File: config.mk
export PLATFORM = sky130hd
export DESIGN_NAME = core_sequencer
export DESIGN_NICKNAME = d
export VERILOG_FILES = /design/src/rtl/core_sequencer_pkg.sv /design/src/rtl/core_sequencer_watchdog.sv /design/src/rtl/core_sequencer.sv
export SDC_FILE = /design/constraint.sdc
export NUM_CORES = 1
export LEC_CHECK = 0
export ABC_CLOCK_PERIOD_IN_PS = 6720
export CAP_MARGIN = 20
export CORE_UTILIZATION = 35
export DETAILED_ROUTE_END_ITERATION = 8
export GPL_TIMING_DRIVEN = 0
export PLACE_DENSITY = 0.63
export SLEW_MARGIN = 20
export SYNTH_ARGS = -nofsm -noshare
export SYNTH_HDL_FRONTEND = slang
export SYNTH_SLANG_ARGS = --single-unit
File: constraint.sdc
create_clock -name clk -period 6.72 [get_ports clk]
set_input_delay 1.008 -clock clk [delete_from_list [all_inputs] [get_ports clk]]
set_output_delay 1.008 -clock clk [all_outputs]
set_load 0.1 [all_outputs]
File: src/rtl/core_sequencer_pkg.sv
// Shared stage codes, FSM state encoding and helpers for the core sequencer.
package core_sequencer_pkg;

    localparam int unsigned NUM_STAGES = 5;

    typedef enum logic [1:0] {
        ST_IDLE,
        ST_WAIT,
        ST_HALT,
        ST_ERROR
    } seq_state_e;

    typedef enum logic [2:0] {
        STG_FETCH  = 3'd0,
        STG_DECODE = 3'd1,
        STG_EXEC   = 3'd2,
        STG_MEM    = 3'd3,
        STG_WRITE  = 3'd4
    } stage_e;

    function automatic logic [NUM_STAGES-1:0] stage_onehot(input stage_e stg);
        return NUM_STAGES'(1) << stg;
    endfunction

endpackage

File: src/rtl/core_sequencer_watchdog.sv
// Per-stage watchdog: counts enabled cycles since the last clear and flags
// the cycle in which the TIMEOUT-th count is reached.
module stage_watchdog #(
    parameter int unsigned TIMEOUT = 1024
) (
    input  logic clk,
    input  logic rstn,
    input  logic clr,
    input  logic en,
    output logic expire
);

    localparam int unsigned CW = $clog2(TIMEOUT) + 1;

    logic [CW-1:0] count_q, count_d;

    always_comb begin
        count_d = count_q;
        if (clr) begin
            count_d = '0;
        end else if (en && (count_q != '1)) begin
            count_d = count_q + CW'(1);
        end
    end

    assign expire = en && (count_q == CW'(TIMEOUT - 1));

    always_ff @(posedge clk) begin
        if (!rstn) begin
            count_q <= '0;
        end else begin
            count_q <= count_d;
        end
    end

endmodule

File: src/rtl/core_sequencer.sv
// Top-level control FSM of the multi-cycle core: issues one-cycle stage
// enables, waits for each done, and keeps cycle / retired-instruction counters.
module core_sequencer
    import core_sequencer_pkg::*;
#(
    parameter int unsigned TIMEOUT = 1024,
    parameter int unsigned CNT_W   = 32
) (
    input  logic             clk,
    input  logic             rstn,
    input  logic             run,
    output logic             fetch_enable,
    output logic             decode_enable,
    output logic             exec_enable,
    output logic             mem_enable,
    output logic             write_enable,
    input  logic             fetch_done,
    input  logic             decode_done,
    input  logic             exec_done,
    input  logic             mem_done,
    input  logic             write_done,
    input  logic             mem_skip,
    input  logic             halt_req,
    output logic             halted,
    output logic             error,
    output logic [2:0]       err_stage,
    output logic [CNT_W-1:0] cycle_count,
    output logic [CNT_W-1:0] instret
);

    seq_state_e              state_q, state_d;
    stage_e                  cur_q, cur_d;
    logic [NUM_STAGES-1:0]   en_q, en_d;
    logic                    skip_q, skip_d;
    logic                    hlt_q, hlt_d;
    logic                    halted_q, halted_d;
    logic                    error_q, error_d;
    logic [2:0]              err_stage_q, err_stage_d;
    logic [CNT_W-1:0]        cycle_q, cycle_d;
    logic [CNT_W-1:0]        instret_q, instret_d;
    logic                    done_cur;
    logic                    wd_clr, wd_en, wd_expire;

    always_comb begin
        case (cur_q)
            STG_FETCH:  done_cur = fetch_done;
            STG_DECODE: done_cur = decode_done;
            STG_EXEC:   done_cur = exec_done;
            STG_MEM:    done_cur = mem_done;
            STG_WRITE:  done_cur = write_done;
            default:    done_cur = 1'b0;
        endcase
    end

    stage_watchdog #(
        .TIMEOUT (TIMEOUT)
    ) u_watchdog (
        .clk    (clk),
        .rstn   (rstn),
        .clr    (wd_clr),
        .en     (wd_en),
        .expire (wd_expire)
    );

    always_comb begin
        state_d     = state_q;
        cur_d       = cur_q;
        en_d        = '0;
        skip_d      = skip_q;
        hlt_d       = hlt_q;
        halted_d    = halted_q;
        error_d     = error_q;
        err_stage_d = err_stage_q;
        cycle_d     = cycle_q;
        instret_d   = instret_q;
        wd_clr      = 1'b0;
        wd_en       = (state_q == ST_WAIT);

        if (state_q == ST_WAIT) begin
            cycle_d = cycle_q + CNT_W'(1);
        end

        case (state_q)
            ST_IDLE: begin
                if (run) begin
                    state_d = ST_WAIT;
                    cur_d   = STG_FETCH;
                    en_d    = stage_onehot(STG_FETCH);
                    wd_clr  = 1'b1;
                end
            end
            ST_WAIT: begin
                // A done on the current stage beats a same-cycle watchdog expiry.
                if (done_cur) begin
                    wd_clr = 1'b1;
                    case (cur_q)
                        STG_FETCH: begin
                            cur_d = STG_DECODE;
                            en_d  = stage_onehot(STG_DECODE);
                        end
                        STG_DECODE: begin
                            skip_d = mem_skip;
                            hlt_d  = halt_req;
                            cur_d  = STG_EXEC;
                            en_d   = stage_onehot(STG_EXEC);
                        end
                        STG_EXEC: begin
                            cur_d = skip_q ? STG_WRITE : STG_MEM;
                            en_d  = stage_onehot(skip_q ? STG_WRITE : STG_MEM);
                        end
                        STG_MEM: begin
                            cur_d = STG_WRITE;
                            en_d  = stage_onehot(STG_WRITE);
                        end
                        default: begin
                            instret_d = instret_q + CNT_W'(1);
                            if (hlt_q) begin
                                state_d  = ST_HALT;
                                halted_d = 1'b1;
                            end else if (run) begin
                                cur_d = STG_FETCH;
                                en_d  = stage_onehot(STG_FETCH);
                            end else begin
                                state_d = ST_IDLE;
                            end
                        end
                    endcase
                end else if (wd_expire) begin
                    state_d     = ST_ERROR;
                    error_d     = 1'b1;
                    err_stage_d = cur_q;
                end
            end
            default: ;
        endcase
    end

    always_ff @(posedge clk) begin
        if (!rstn) begin
            state_q     <= ST_IDLE;
            cur_q       <= STG_FETCH;
            en_q        <= '0;
            skip_q      <= 1'b0;
            hlt_q       <= 1'b0;
            halted_q    <= 1'b0;
            error_q     <= 1'b0;
            err_stage_q <= '0;
            cycle_q     <= '0;
            instret_q   <= '0;
        end else begin
            state_q     <= state_d;
            cur_q       <= cur_d;
            en_q        <= en_d;
            skip_q      <= skip_d;
            hlt_q       <= hlt_d;
            halted_q    <= halted_d;
            error_q     <= error_d;
            err_stage_q <= err_stage_d;
            cycle_q     <= cycle_d;
            instret_q   <= instret_d;
        end
    end

    assign fetch_enable  = en_q[STG_FETCH];
    assign decode_enable = en_q[STG_DECODE];
    assign exec_enable   = en_q[STG_EXEC];
    assign mem_enable    = en_q[STG_MEM];
    assign write_enable  = en_q[STG_WRITE];
    assign halted        = halted_q;
    assign error         = error_q;
    assign err_stage     = err_stage_q;
    assign cycle_count   = cycle_q;
    assign instret       = instret_q;

endmodule

==> run metrics <==
CP Capture Type output port; Slew Viols, Final 0; slowest stage delay, CP about 1200 ps; Post-CTS Setup Bufs 0; post-route insts no fill between 700 and 800; Routed met2 length roughly 5600 um; effective utilization at floorplan 35.85%; Peak supply drop ~0.00014 V; LEAKAGE between 1.5 and 2 nW; start point of the critical path instret[0]; CTS tree built; critical path class flip-flop to output port; number of global-route vias before repair approximately 4000; Cell Area, Placed approximately 0.0055 mm^2; chip height around 120 um; via count between 4000 and 5000; uppermost layer routed met4; Stages on worst setup path 1; Seq/Total Area, Yosys just over 40%; Initial DRT Pass Iterations 5; WL per Instance 15.65 um; num rows a little over 40; Placed Instances between 700 and 800; core area 0.01257 mm^2; clk_lat worst skew between 300 and 400 ps; Tcrit/Tclk final a little under half; Worst Path Arrival 2020 ps; Mapped Cells 528; commonest non-fill, non-tap cells in the layout 92 x dfxtp_1, 82 x clkdlybuf4s50_1, 46 x nand2_1; hold buffers post-CTS 0; post-CTS resize count 0; Post-Syn Nets about 540; drt initial violations ~340; gr ovfl total 0; final worst slack between 3000 and 4000 ps; final hold violations 0; mux cell area share after synthesis roughly 3.2%; root buffer cell clkbuf_16; met1 wire length between 6000 and 7000 um; synth unique cells 53; Synth Area in Adders less than 1%; clk slew on worst S/H paths about 60 ps; worst r2r src state_q[0]; placed wire-length estimate approximately 9000 um; Post-synth EDFFs 0; Max-slew headroom 32.32%; WP data required approximately 5700 ps; Post-DRT Antenna Nets 0; Ports between 80 and 90; met3 wire length approximately 640 um; CP Cell Sequence clkdlybuf4s50_1; setup_tns 0 ps; crit-path max FO 6; Buffers & Inverters on Critical Path 1; Setup Viol. Count Final 0; main flop type after synthesis dfxtp_1; GP Congestion 0.8833; H-tree depth 3; share of layout cells above drive strength 1 under 10%; WHS Path Cells 2; Longest Clk Path Bufs 2; pin count of the biggest net entering global routing 15; dpl ws ~3600 ps; XOR/XNOR Fraction of Synth Area under 10%; power consumption 1.151 mW; DIE AREA 0.01333 mm^2; Max-cap violations 0; worst hold path class flip-flop to flip-flop; cell area after layout approximately 0.006 mm^2; pwr/cell area just under 200 mW/mm^2; Max Freq about 330 MHz; synth-to-layout area growth 29.91%; die width 115.5 um; skew final between 4 and 5 ps; cells on worst reg2reg path 6; initial antenna violation count 0; Detailed Route WL around 12000 um; Worst Tran Pin Value roughly 1000 ps; commonest non-fill, non-tap cell in the layout dfxtp_1; Avg Cell Area, Syn around 8.5 um^2; largest family of logic cells by synthesized area simple AND/OR/NAND/NOR gates; hold_ws about 470 ps; final core occ 46.57%; unrepaired setup endpoints after global routing false; share of synthesized registers carrying an async set or reset 0%; first-pass GRT wire length roughly 20000 um; hold_sp err_stage[1]; Num CTS Buffers 9; # port buffers 82; startpoint class of the critical path flip-flop; n_diodes 0; clock sink count just over 90; CP top delay family buffers and inverters; status complete, no violations; final net count between 600 and 700; vias per std cell between 5 and 6; Final min period just over 3000 ps; Synth Area in Compound Gates between 15 and 20%; Post-Synth Simple-Gate Area between 20% and 30%; CP max-delay cell clkdlybuf4s50_1; residual DRC count 0; Yosys warnings 0; Mapped Area approximately 0.0045 mm^2; Yosys reg bits 92; GRT Overall Usage around a fifth
## final timing paths
path | end | slack, ps
setup / recovery | instret[0] | 3700
setup reg to reg | cycle_count[16] | 4180
hold reg to reg | err_stage[1] | 470
hold / removal | err_stage[1] | 470
## synthesized netlist by cell type (all sizes together) (3+ instances only)
| library cell | count | area, um^2 |
|---|---|---|
| dfxtp | 92 | 1842 |
| nand2 | 46 | 172.7 |
| a21oi | 44 | 220.2 |
| nor2 | 30 | 112.6 |
| clkbuf | 26 | 97.59 |
| nand3 | 24 | 120.1 |
| o21ai | 24 | 120.1 |
| nand4 | 23 | 143.9 |
| o41ai | 18 | 157.7 |
| or3 | 18 | 112.6 |
| or4 | 18 | 138.9 |
| nand2b | 17 | 106.4 |
| inv | 16 | 60.05 |
| o31ai | 14 | 105.1 |
| mux2i | 12 | 120.1 |
| nor4 | 12 | 75.07 |
| o311ai | 12 | 105.1 |
| and4 | 10 | 87.58 |
| xnor2 | 9 | 78.83 |
| buf | 8 | 65.05 |
| xor2 | 8 | 70.07 |
| or4b | 7 | 73.82 |
| and3 | 6 | 37.54 |
| ha | 3 | 37.54 |
| nor2b | 3 | 18.77 |
| nor3 | 3 | 15.01 |
## cell families (layout without fill, tap and decap cells)
family	Yosys count	after routing
multiplexers	14	14
buffers and inverters	50	148
XOR/XNOR	17	17
flip-flops	92	92
AO/OA/AOI/OAI	124	124
adder cells (fa/ha/maj)	3	3
AND/OR/NAND/NOR	228	228
## layout make-up
cell class                 instances  area, um^2
fill                            1242        6715
multi-input combinational        386        2449
sequential                        92        1842
timing repair buffer              82       820.8
clock buffer                      12       256.5
tap                              172       215.2
buffer                            34       162.7
inverter                          16       60.06
clock inverter                     4       47.55
## state kept, by name, summed over array words and instances (netlist names)
signal	flops
skip_q	1
instret	32
err_stage	3
cur_q	3
error	1
en_q	5
hlt_q	1
cycle_count	32
state_q	2
u_watchdog.count_q	11
halted	1
## worst register-to-register path, stage by stage, from the launching register on
cell and delay [ps]:
dfxtp_1 360, clkbuf_1 330, and4b_1 340, nand4_1 270, clkbuf_1 330, or4b_2 680, a21oi_1 160
## routing by layer
layer | global-route usage [%] | vias up
met5 | 0 | -
li1 | - | 2186
met4 | 7.446 | 0
met2 | 30.26 | 132
met1 | 26.51 | 2129
met3 | 3.713 | 21
## where the power goes
group | internal [mW] | switching (mW) | leakage (nW)
registers | 0.549 | 0.00322 | 0.742
clock network | 0.308 | 0.219 | 0.149
logic | 0.0222 | 0.0499 | 0.923
No activity file was read; power rests on OpenSTA's default activity.
